### config.mk
export PLATFORM = sky130hd
export DESIGN_NAME = dm_arbiter
export DESIGN_NICKNAME = d
export VERILOG_FILES = /design/src/rtl/dm_pkg.sv /design/src/rtl/rr_arb2.sv /design/src/rtl/dm_arbiter.sv
export SDC_FILE = /design/constraint.sdc
export NUM_CORES = 1
export LEC_CHECK = 0
export ABC_AREA = 0
export CORE_ASPECT_RATIO = 0.6
export CORE_MARGIN = 5
export CORE_UTILIZATION = 34
export CTS_BUF_LIST = sky130_fd_sc_hd__clkbuf_4
export DETAILED_ROUTE_END_ITERATION = 7
export PLACE_DENSITY = 0.74
export RECOVER_POWER = 25
export SYNTH_ARGS = -nofsm -noshare
export SYNTH_HDL_FRONTEND = slang
export SYNTH_HIERARCHICAL = 1
export SYNTH_SLANG_ARGS = --single-unit
### constraint.sdc
create_clock -name Clk -period 3.4 [get_ports Clk]
set_clock_uncertainty 0.05 [all_clocks]
set_input_delay 0.85 -clock Clk [delete_from_list [all_inputs] [get_ports Clk]]
set_output_delay 0.85 -clock Clk [all_outputs]
set_load 0.05 [all_outputs]
### src/rtl/dm_pkg.sv
// dm_pkg: shared encodings for the data-memory arbiter.
//   - WBH access-mode encodings (word/byte/half/rotate)
//   - default memory depth in words
//   - arbiter FSM state encoding
//   - is_bad(): range/alignment check applied when an access is latched
package dm_pkg;

    localparam int unsigned DM_WORDS_DEF = 3072;

    typedef enum logic [1:0] {
        WBH_WORD = 2'b00,
        WBH_BYTE = 2'b01,
        WBH_HALF = 2'b10,
        WBH_ROT  = 2'b11
    } wbh_e;

    typedef enum logic [1:0] {
        IDLE   = 2'b00,
        ACCESS = 2'b01,
        RESP   = 2'b10
    } state_e;

    // Out of range, or misaligned for word/half. Byte and rotate accept any address.
    function automatic logic is_bad(input logic [31:0] addr, input logic [1:0] wbh,
                                    input int unsigned words);
        logic [31:0] lim;
        lim = 32'(words) << 2;
        return (addr >= lim)
            || (wbh == WBH_WORD && addr[1:0] != 2'b00)
            || (wbh == WBH_HALF && addr[0]);
    endfunction

endpackage

### src/rtl/rr_arb2.sv
// rr_arb2: two-request round-robin arbiter.
//   clk, reset : clock, synchronous active-high reset
//   req[1:0]   : requests
//   advance    : a grant was taken this cycle; remember who won
//   gnt[1:0]   : combinational one-hot grant
// On a tie the port not granted last wins. The pointer resets to port 1 so
// port 0 wins the first tie.
module rr_arb2 (
    input  logic       clk,
    input  logic       reset,
    input  logic [1:0] req,
    input  logic       advance,
    output logic [1:0] gnt
);

    logic last_q, last_d;

    always_comb begin
        gnt = 2'b00;
        case (req)
            2'b01:   gnt = 2'b01;
            2'b10:   gnt = 2'b10;
            2'b11:   gnt = last_q ? 2'b01 : 2'b10;
            default: gnt = 2'b00;
        endcase
        last_d = advance ? gnt[1] : last_q;
    end

    always_ff @(posedge clk) begin
        if (reset) last_q <= 1'b1;
        else       last_q <= last_d;
    end

endmodule

### src/rtl/dm_arbiter.sv
// dm_arbiter: shares a single-port data memory between the CPU memory stage
// (port 0) and a DMA/debug loader (port 1).
//   Clk, Reset          : clock, synchronous active-high reset
//   reqN/weN/wbhN       : request, store flag, access mode per port
//   addrN/wdataN/pcN    : byte address, store data, write-log tag per port
//   gntN                : combinational acceptance pulse (arbitration cycle)
//   rvalidN, rdata, err : registered response, two cycles after gnt
//   mem_*               : memory drive, live only during the ACCESS cycle
//   mem_dout            : memory combinational read data
module dm_arbiter
    import dm_pkg::*;
#(
    parameter int unsigned DM_WORDS = DM_WORDS_DEF
) (
    input  logic        Clk,
    input  logic        Reset,
    input  logic        req0,
    input  logic        req1,
    input  logic        we0,
    input  logic        we1,
    input  logic [1:0]  wbh0,
    input  logic [1:0]  wbh1,
    input  logic [31:0] addr0,
    input  logic [31:0] addr1,
    input  logic [31:0] wdata0,
    input  logic [31:0] wdata1,
    input  logic [31:0] pc0,
    input  logic [31:0] pc1,
    output logic        gnt0,
    output logic        gnt1,
    output logic        rvalid0,
    output logic        rvalid1,
    output logic [31:0] rdata,
    output logic        err,
    output logic        mem_we,
    output logic [1:0]  mem_wbh,
    output logic [31:0] mem_a,
    output logic [31:0] mem_din,
    output logic [31:0] mem_pc,
    input  logic [31:0] mem_dout
);

    state_e      state_q, state_d;
    logic        owner_q, owner_d;
    logic        we_q, we_d;
    logic [1:0]  wbh_q, wbh_d;
    logic [31:0] addr_q, addr_d;
    logic [31:0] wdata_q, wdata_d;
    logic [31:0] pc_q, pc_d;
    logic        bad_q, bad_d;
    logic [31:0] rdata_q, rdata_d;

    logic [1:0]  arb_gnt;
    logic [1:0]  gnt_w;
    logic        arb_en;
    logic        in_acc;

    // Arbitration is blocked during ACCESS and while Reset is high, so the
    // pointer only moves on a grant that is actually taken.
    rr_arb2 u_arb (
        .clk     (Clk),
        .reset   (Reset),
        .req     ({req1, req0}),
        .advance (|gnt_w),
        .gnt     (arb_gnt)
    );

    always_comb begin
        arb_en  = (state_q != ACCESS) && !Reset;
        gnt_w   = arb_gnt & {2{arb_en}};

        state_d = state_q;
        owner_d = owner_q;
        we_d    = we_q;
        wbh_d   = wbh_q;
        addr_d  = addr_q;
        wdata_d = wdata_q;
        pc_d    = pc_q;
        bad_d   = bad_q;
        rdata_d = rdata_q;

        if (|gnt_w) begin
            owner_d = gnt_w[1];
            we_d    = gnt_w[1] ? we1    : we0;
            wbh_d   = gnt_w[1] ? wbh1   : wbh0;
            addr_d  = gnt_w[1] ? addr1  : addr0;
            wdata_d = gnt_w[1] ? wdata1 : wdata0;
            pc_d    = gnt_w[1] ? pc1    : pc0;
            bad_d   = is_bad(addr_d, wbh_d, DM_WORDS);
        end

        case (state_q)
            IDLE:    if (|gnt_w) state_d = ACCESS;
            ACCESS: begin
                // Stores and rejected accesses report zero data.
                rdata_d = (we_q || bad_q) ? 32'd0 : mem_dout;
                state_d = RESP;
            end
            RESP:    state_d = (|gnt_w) ? ACCESS : IDLE;
            default: state_d = IDLE;
        endcase
    end

    always_ff @(posedge Clk) begin
        if (Reset) begin
            state_q <= IDLE;
            owner_q <= 1'b0;
            we_q    <= 1'b0;
            wbh_q   <= 2'b00;
            addr_q  <= 32'd0;
            wdata_q <= 32'd0;
            pc_q    <= 32'd0;
            bad_q   <= 1'b0;
            rdata_q <= 32'd0;
        end else begin
            state_q <= state_d;
            owner_q <= owner_d;
            we_q    <= we_d;
            wbh_q   <= wbh_d;
            addr_q  <= addr_d;
            wdata_q <= wdata_d;
            pc_q    <= pc_d;
            bad_q   <= bad_d;
            rdata_q <= rdata_d;
        end
    end

    // Memory drive is decoded from state registers only; Reset gates the
    // write strobe so an in-flight store is dropped in the same cycle.
    assign in_acc  = (state_q == ACCESS);
    assign mem_we  = in_acc && we_q && !bad_q && !Reset;
    assign mem_wbh = in_acc ? wbh_q   : 2'b00;
    assign mem_a   = in_acc ? addr_q  : 32'd0;
    assign mem_din = in_acc ? wdata_q : 32'd0;
    assign mem_pc  = in_acc ? pc_q    : 32'd0;

    assign gnt0    = gnt_w[0];
    assign gnt1    = gnt_w[1];
    assign rvalid0 = (state_q == RESP) && !owner_q;
    assign rvalid1 = (state_q == RESP) &&  owner_q;
    assign err     = (state_q == RESP) &&  bad_q;
    assign rdata   = rdata_q;

endmodule

Word level (Yosys, flattened, before mapping)
Cells that the tools add are included.

Muxes and demuxes: 15. $lt $le $gt $ge: 1. Eq/ne operators: 8. Bitwise gates (word level): 1. Reductions and logical operators: 19.

Operators by type and width (number): 32-bit 2-to-1 mux (7); 32-bit by 14-bit >= comparator with 1-bit output (second input constant) (1); 2-bit case mux with 3 select lines (2); 1-bit logical AND (9); 2-bit == test (second input constant) (4); 2-bit 2-to-1 mux (4); 2-bit by 1-bit == test with 1-bit output (second input constant) (2); 2-bit logical NOT (2); 2-bit by 1-bit inequality test with 1-bit output (second input constant) (2); 1-bit logical NOT (3); 1-bit logical OR (3); 2-bit AND (1); 1-bit 2-to-1 mux (2); 2-bit nonzero test (1); 2-bit OR reduction (1).

Output and inout port bits: 136. Logic and storage cells: 54. Bits of input ports: 234. Register bits after elaboration: 136.

Logic depth before layout (Yosys ltp)
Gate-level depths: netlist of the first run.

Word-level depth: 8. Mapped depth: 9. Depth with buffers taken out: 7.

Hierarchy
The synthesis of the first run kept the hierarchy.

By module, submodules not included: dm_arbiter (instances 1, sequential area each 2702.6 sq um, area each 6322.3 sq um, cells each 797); rr_arb2 (instances 1, sequential area each 20.0 sq um, area each 53.8 sq um, cells each 6).

Least setup slack after synthesis of the first run
Ideal clock, no wire load.

Path kind: input to output. Start point: input Reset. End point: output mem_we. Arrival: 2.839 ns. Setup slack: -0.339 ns. Required time: 2.500 ns. Buffers on the path: 2. Stages: 3. Cells stage by stage: buf_2 > clkbuf_1 > nor4b_1.

Cells in the longest elaborated chain, start to end: 2.

RTL lines: from (decl) (line dm_arbiter.sv:16) `input logic Reset,`; 1-bit logical NOT (line dm_arbiter.sv:131) `assign mem_we = in_acc && we_q && !bad_q && !Reset;`; 1-bit logical AND (line dm_arbiter.sv:131); to (decl) (line dm_arbiter.sv:35) `output logic mem_we,`.

No other way between the ends.

Worst setup path in the final report of the first run
Start point: input req0. End point: output gnt0.

Cells in the longest elaborated chain, start to end: 3. Elaborated cells on any way between the ends: 5. Classes of those cells: eq/ne: 3; mux: 1; bitwise: 1.

RTL lines: from (decl) (line dm_arbiter.sv:17) `input logic req0,`; 2-bit == test or 2-bit by 1-bit == test with 1-bit output (tied branches) (line rr_arb2.sv:20) `case (req)`; 2-bit case mux with 3 select lines (*) (line rr_arb2.sv:20); via arb_gnt[0] (line dm_arbiter.sv:53) `logic [1:0] arb_gnt;`; 2-bit AND (*) (line dm_arbiter.sv:70) `gnt_w = arb_gnt & {2{arb_en}};`; to (decl) (line dm_arbiter.sv:29) `output logic gnt0,`.

Mark *: on every way through the listed nets, which the timed path passes. The rest lies on a longest branch.

==> results of run 1 <==
==> worst register-to-register path, stage by stage, from the launching register on <==
cell and delay, ps:
dfxtp_1 400, inv_1 50, a21boi_0 410, nor2_1 120, or3_1 420, clkinv_4 190
clkbuf_1 500, nor2_1 90, a311oi_1 260
==> cell type report <==
type / instances / share of cell area, %
clock buffers: 17 / 1.16
well taps: 240 / 2.74
clock inverters: 14 / 1.79
inverters: 21 / 0.765
repair buffers: 389 / 38.9
multi-input cells: 572 / 29.7
diodes: 2 / 0.0457
flip-flops and latches: 136 / 24.8
==> flip-flops by register name, indices dropped and copies added (netlist names) <==
name / count
rdata: 32
we_q: 1
owner_q: 1
bad_q: 1
addr_q: 32
wbh_q: 2
wdata_q: 32
pc_q: 32
u_arb/last_q: 1
state_q: 2
==> how the worst max path moves through the flow <==
stage | start | endpoint | slack [ps] | cells past startpoint
detailed placement | req1 | bad_q | 260 | 7
floorplan | Reset | mem_we | 350 | 3
global placement | req1 | bad_q | 280 | 7
global route | req0 | gnt0 | 160 | 4
finish | req0 | gnt0 | 290 | 4
CTS | req1 | gnt1 | 300 | 6
==> power by group through the flow <==
stage                     Sequential (mW)  Combinational [mW]  Clock, mW
after global placement               1.83                1.21          0
after CTS                            1.80                1.23       1.28
after global routing                 1.81                1.30       1.35
after detailed placement             1.83                1.22          0
after floorplan                      1.89               0.570          0
final                                1.80                1.21       1.24
==> Yosys cell counts (all sizes together) (3+ instances only) <==
master / n
nand2b: 3
a22o: 32
nor2b: 4
nor3: 4
nor3b: 17
and2: 98
nor2: 102
inv: 20
clkbuf: 34
mux2i: 3
o22ai: 16
nor4: 6
nand2: 168
a21oi: 19
dfxtp: 136
buf: 40
a311oi: 82
==> metrics by stage <==
step | hold WS, ps | area, um2 | instances
final | 443 | 11000 | 1391
after global routing | 459 | 11000 | 1390
after CTS | 448 | 11000 | 1389
after detailed placement | 413 | 10700 | 1358
after global placement | 411 | 10700 | 1358
after floorplan | 404 | 6380 | 803
==> kinds of logic (layout without fill, tap and decap cells) <==
group,after synthesis,count (layout),share of synthesized area [%]
other cells,0,2,0
simple gates,413,413,30.4
buf+inv,95,441,6.63
flops,136,136,42.7
compound gates,156,156,19.8
mux,3,3,0.471
==> layer usage <==
layer / GRT usage (%) / wire length (um)
met5: 0 / 0
met4: 5.56 / 445
met3: 8.52 / 2160
met2: 36.0 / 11700
met1: 27.0 / 10500
==> placed cells by master, fill, tap and decap left out, types with 4 or more instances in the layout <==
master           synthesis  layout
a21oi_1                 19      19
a22o_1                  32      32
nor2_1                 102     102
dfxtp_1                136     136
nor3_1                   4       4
nor3b_1                 17      17
clkbuf_4                 0      19
clkdlybuf4s50_1          0     268
inv_6                    0       4
buf_12                   0      55
nor4_1                   6       5
inv_1                   19      19
o22ai_1                 16      16
buf_4                    3      60
nand2_1                168     167
a311oi_1                80      80
bufinv_16                0       4
and2_1                  98      98
==> Flow_metrics.wiki, run 1 <==
{| class="wikitable"
! Metric !! Value
|-
| Outcome || finished, violations left
|-
| Violated checks || capacitance limit, slew limit
|-
| Post-CTS sizing || 0
|-
| Worst Reg2Reg Path Length in Cells || 8
|-
| Syn_nets || around 1.0k
|-
| Post-route minimum period || 3110 ps
|-
| Reg clk slew, reported paths || 110 ps
|-
| Crit. End Element || primary output
|-
| Most area-consuming cells after synthesis || dfxtp_1 (43%), a311oi_1 (11%), nand2_1 (9.9%), and2_1 (9.6%), nor2_1 (6.0%)
|-
| Max stage delay cell, worst path || clkdlybuf4s50_1
|-
| Post-DR vias/cell || 4.99
|-
| CP Data Required Time || 2500 ps
|-
| Category of the critical setup timing path || primary input to primary output
|-
| Filler cells || around 1.6k
|-
| Insertion delay to the later sink of the worst-skew pair || approximately 500 ps
|-
| Total Nets Final || 1371
|-
| Initial standard-cell utilization of the core || between 30% and 40%
|-
| Sequential element share of the synthesized area || a little over two fifths
|-
| Buffers plus inverters on the worst setup path || 2
|-
| Switching power summed over all nets || around 1.3 mW
|-
| Number of levels in the clock H-tree || 4
|-
| Max FO, Critical Path || 4
|-
| Worst path top cell family by delay || buffers and inverters
|-
| Via count of the first global-routing pass || 6846
|-
| Post-synthesis cell type count || 37
|-
| Data arrival at the endpoint of the critical path || ~2200 ps
|-
| Cell count after synthesis || 803
|-
| Clock network fraction of design power || 29.1%
|-
| Number of max-slew violations in the final report || 44
|-
| Hold_buf cts || 0
|-
| Peak supply drop || 0.000204 V
|-
| Final critical-path setup slack || 287 ps
|-
| Initial antenna violation count || 1
|-
| Yosys warnings || 6
|-
| Count of clock tree sinks || about 140
|-
| Worst Tran Pin Value || around 2000 ps
|-
| Area added between synthesis and finish || 71.9%
|-
| Area inside the core boundary || approximately 0.018 mm2
|-
| Buffer cell driving the clock tree root || clkbuf_4
|-
| Tightest slew margin relative to the limit || -35.7%
|-
| Routed length per placed instance || 17.8 um
|-
| Hold Path Class || register to register
|-
| Hold path endpoint || rdata[26]
|-
| IO buf count || 369
|-
| Weighted congestion at the end of routability-driven global placement || just under 0.9
|-
| Number of detailed-route iterations in the first pass || 5
|-
| Max Buffers Root-to-Sink || 2
|-
| Tot GR Track Use || between 20% and 30%
|-
| Total Die Area || approximately 0.022 mm2
|-
| Dominant register cell in the synthesized netlist || dfxtp_1
|-
| Postcts setup bufs || 0
|-
| Number of rows created at floorplan || 38
|-
| Endpoint of the most critical register-to-register path || addr_q[21]
|-
| Post-route antenna net violation count || 0
|-
| Leakage || ~4.4 nW
|-
| Slack of the worst reg-to-reg path || 850 ps
|-
| Setup TNS || 0 ps
|-
| Detailed-placement wirelength estimate || about 19 mm
|-
| Starting DRT DRC Count || between 300 and 400
|-
| Register Area || between 0.002 and 0.003 mm2
|-
| Count of state elements after synthesis || 136
|-
| Kind of start point of the critical path || primary input
|-
| Post-synthesis instance area || 0.00638 mm2
|-
| Startpoint of the worst hold path || rdata[26]
|-
| Hold Path Depth || 1
|-
| Final cycle utilization of the critical path || 91.5%
|-
| Sequential cell fraction of total power || approximately 42%
|-
| Net Sw Frac || 31.8%
|-
| Ports || 370
|-
| Number of vias after detailed routing || roughly 6.9k
|-
| Internal power of the cells || 2.89 mW
|-
| Number of endpoints with negative hold slack in the final report || 0
|-
| Number of maximum-capacitance violations || 1
|-
| Design Power || roughly 4.2 mW
|-
| Detailed Route WL || 24.7 mm
|-
| Post-synth EDFFs || 0
|-
| Die extent in x || between 150 and 200 um
|-
| Logic pwr share || between 20% and 30%
|-
| Longest individual stage delay on the worst path || about 490 ps
|-
| Total power divided by cell area || 387 mW/mm2
|-
| Cell accounting for the most synthesized area || dfxtp_1
|-
| Global-route wire length before repair || between 30 and 40 mm
|-
| Fraction of layout instances using a drive strength above 1 || between 10% and 20%
|-
| Cts bufs inserted || 17
|-
| Area occupied by multi-input gates || around 0.0033 mm2
|-
| Fraction of post-synthesis cell area in the top cell type by area || a little over two fifths
|-
| Startpoint of the most critical register-to-register path || u_arb/last_q
|-
| Clock tree from TritonCTS || built
|-
| Fraction of registers with async set/reset || 0%
|-
| Finished Core Util || roughly three fifths
|-
| Unrepaired setup endpoints after global routing || no
|-
| Detailed-route DRC error count || 0
|-
| Setup slack at placement || approximately 260 ps
|-
| Total global routing overflow || 0
|-
| DIE HEIGHT || around 120 um
|-
| Setup-failing EPs final || 0
|-
| Maximum clock frequency || 321 MHz
|-
| Syn avg cell area || roughly 7.9 um2
|-
| Pin count of the biggest net entering global routing || 85
|-
| Crit path cell chain || clkdlybuf4s50_1 -> a21boi_0 -> and2_1 -> buf_12
|}
Power figures use the tool's default switching activity.
==> run 2: changes to the inputs <==
--- a/config.mk
+++ b/config.mk
@@ -9,7 +9,6 @@
 export CORE_ASPECT_RATIO = 0.6
 export CORE_MARGIN = 5
 export CORE_UTILIZATION = 34
-export CTS_BUF_LIST = sky130_fd_sc_hd__clkbuf_4
 export DETAILED_ROUTE_END_ITERATION = 7
 export PLACE_DENSITY = 0.74
 export RECOVER_POWER = 25
==> Flow_metrics.wiki, run 2 (synthesis results as in run 1) <==
{| class="wikitable"
! Metric !! Value
|-
| Data arrival at the endpoint of the critical path || 2210 ps
|-
| Unrepaired setup endpoints after global routing || no
|-
| Maximum clock frequency || ~320 MHz
|-
| Violated checks || capacitance limit, slew limit
|-
| Number of endpoints with negative hold slack in the final report || 0
|-
| Post-DP Area || 0.0107 mm2
|-
| Postcts setup bufs || 0
|-
| Weighted congestion at the end of routability-driven global placement || 0.874
|-
| Clock tree from TritonCTS || built
|-
| Buffer cell driving the clock tree root || clkbuf_16
|-
| Post-route minimum period || approximately 3100 ps
|-
| Post-CTS sizing || 0
|-
| Number of detailed-route iterations in the first pass || 5
|-
| Placed instance count || between 1k and 1.5k
|-
| Area inside the core boundary || ~0.018 mm2
|-
| Kind of start point of the critical path || primary input
|-
| Number of vias after detailed routing || approximately 7.0k
|-
| Detailed-placement wirelength estimate || 18.7 mm
|-
| Total power divided by cell area || roughly 440 mW/mm2
|-
| Hold_buf cts || 0
|-
| Final hold slack || 423 ps
|-
| Total global routing overflow || 0
|-
| Hold Path Class || register to register
|-
| Reg clk slew, reported paths || 60 ps
|-
| Worst Tran Pin Value || roughly 2000 ps
|-
| Setup TNS || 0 ps
|-
| Ports || between 300 and 400
|-
| Pin count of the biggest net entering global routing || 85
|-
| Fraction of layout instances using a drive strength above 1 || between 10 and 15%
|-
| Total Nets Final || about 1.4k
|-
| Routed length per placed instance || about 18 um
|-
| Initial standard-cell utilization of the core || 34.9%
|-
| Max Buffers Root-to-Sink || 2
|-
| DIE HEIGHT || around 120 um
|-
| Initial antenna violation count || 1
|-
| Number of max-slew violations in the final report || between 40 and 50
|-
| Leakage || about 4.6 nW
|-
| Number of maximum-capacitance violations || 1
|-
| Peak supply drop || ~0.00030 V
|-
| Total Die Area || 0.0217 mm2
|-
| Finished Core Util || 61.8%
|-
| Max FO, Critical Path || 4
|-
| Starting DRT DRC Count || 342
|-
| Insertion delay to the later sink of the worst-skew pair || 390 ps
|-
| Post-route antenna net violation count || 0
|-
| Post-DR vias/cell || 5.00
|-
| Die extent in x || 187 um
|-
| Area added between synthesis and finish || 76.9%
|-
| Fin area || 0.0113 mm2
|-
| Count of clock tree sinks || between 100 and 150
|-
| Setup-failing EPs final || 0
|-
| Outcome || finished, violations left
|-
| Non-filler cells, final || around 1.4k
|-
| Register Area || 0.00272 mm2
|-
| Area occupied by multi-input gates || between 0.003 and 0.004 mm2
|-
| Tot GR Track Use || 21.8%
|-
| Tightest slew margin relative to the limit || -32.7%
|-
| Most common cell after layout, fill and taps aside || clkdlybuf4s50_1
|-
| Crit. End Element || primary output
|-
| Filler cells || roughly 1.6k
|-
| Top library cells by usage in the layout, fill and taps aside || clkdlybuf4s50_1 (239), nand2_1 (167), dfxtp_1 (136)
|-
| Number of levels in the clock H-tree || 4
|-
| Final cycle utilization of the critical path || 91.6%
|-
| IO buf count || ~370
|-
| Via count of the first global-routing pass || around 6.9k
|-
| Cts bufs inserted || 17
|-
| Number of rows created at floorplan || 38
|-
| CP Data Required Time || between 2000 and 3000 ps
|-
| Global-route wire length before repair || 37.7 mm
|-
| Category of the critical setup timing path || primary input to primary output
|-
| Detailed Route WL || about 25 mm
|-
| Detailed-route DRC error count || 0
|}
run 2: changes by cell type in the layout (fill, tap and decap cells not counted), sizes merged:
cell	delta
buf	+3
clkdlybuf4s50	-29
dlygate4sd3	+29
clkbuf	-2
clkinv	-1
run 2: worst max-delay path: stages:
cell,delay [ps]
clkdlybuf4s50_1,490
a21boi_0,450
and2_1,260
buf_12,150
run 2: area by class of cell:
| cell class | count | area share [%] |
|---|---|---|
| flip-flops and latches | 136 | 24.1 |
| well taps | 240 | 2.66 |
| multi-input cells | 572 | 28.8 |
| clock buffers | 18 | 3.89 |
| clock inverters | 13 | 1.71 |
| diodes | 2 | 0.0444 |
| repair buffers | 389 | 38.0 |
| inverters | 21 | 0.743 |
run 2: routing by layer:
layer	part of all wire [%]	wire length, um	track usage, %
met1	42	10300	27.2
met2	47	11600	36.0
met5	0	0	0
met4	2.1	509	6.30
met3	9.2	2270	7.77
run 2: stage by stage:
step / power [mW] / setup WS [ps]
final: 5.00 / 285
after global routing: 5.23 / 162
after CTS: 5.06 / 304
after detailed placement: 3.05 / 263
after global placement: 3.03 / 280
after floorplan: 2.46 / 349
run 2: power breakdown:
part	internal, mW	leakage [nW]	switching (mW)
clock network	1.26	0.304	0.737
registers	1.73	1.12	0.0658
logic	0.573	3.18	0.634
total	3.56	4.60	1.44
run 2: worst paths after layout:
check | startpoint | to | slack (ps) | cells after the start
hold reg to reg | rdata[24] | rdata[24] | 420 | 1
setup / recovery | req0 | gnt0 | 290 | 4
hold / removal | rdata[24] | rdata[24] | 420 | 1
setup reg to reg | state_q[1] | rdata[15] | 1020 | 5
==> run 3: changes to the inputs <==
--- a/config.mk
+++ b/config.mk
@@ -12,6 +12,7 @@
 export DETAILED_ROUTE_END_ITERATION = 7
 export PLACE_DENSITY = 0.74
 export RECOVER_POWER = 25
+export SETUP_SLACK_MARGIN = 0.05
 export SYNTH_ARGS = -nofsm -noshare
 export SYNTH_HDL_FRONTEND = slang
 export SYNTH_HIERARCHICAL = 1
==> results of run 3 <==
The final DEF is identical to that of run 2; final timing and power are the same.
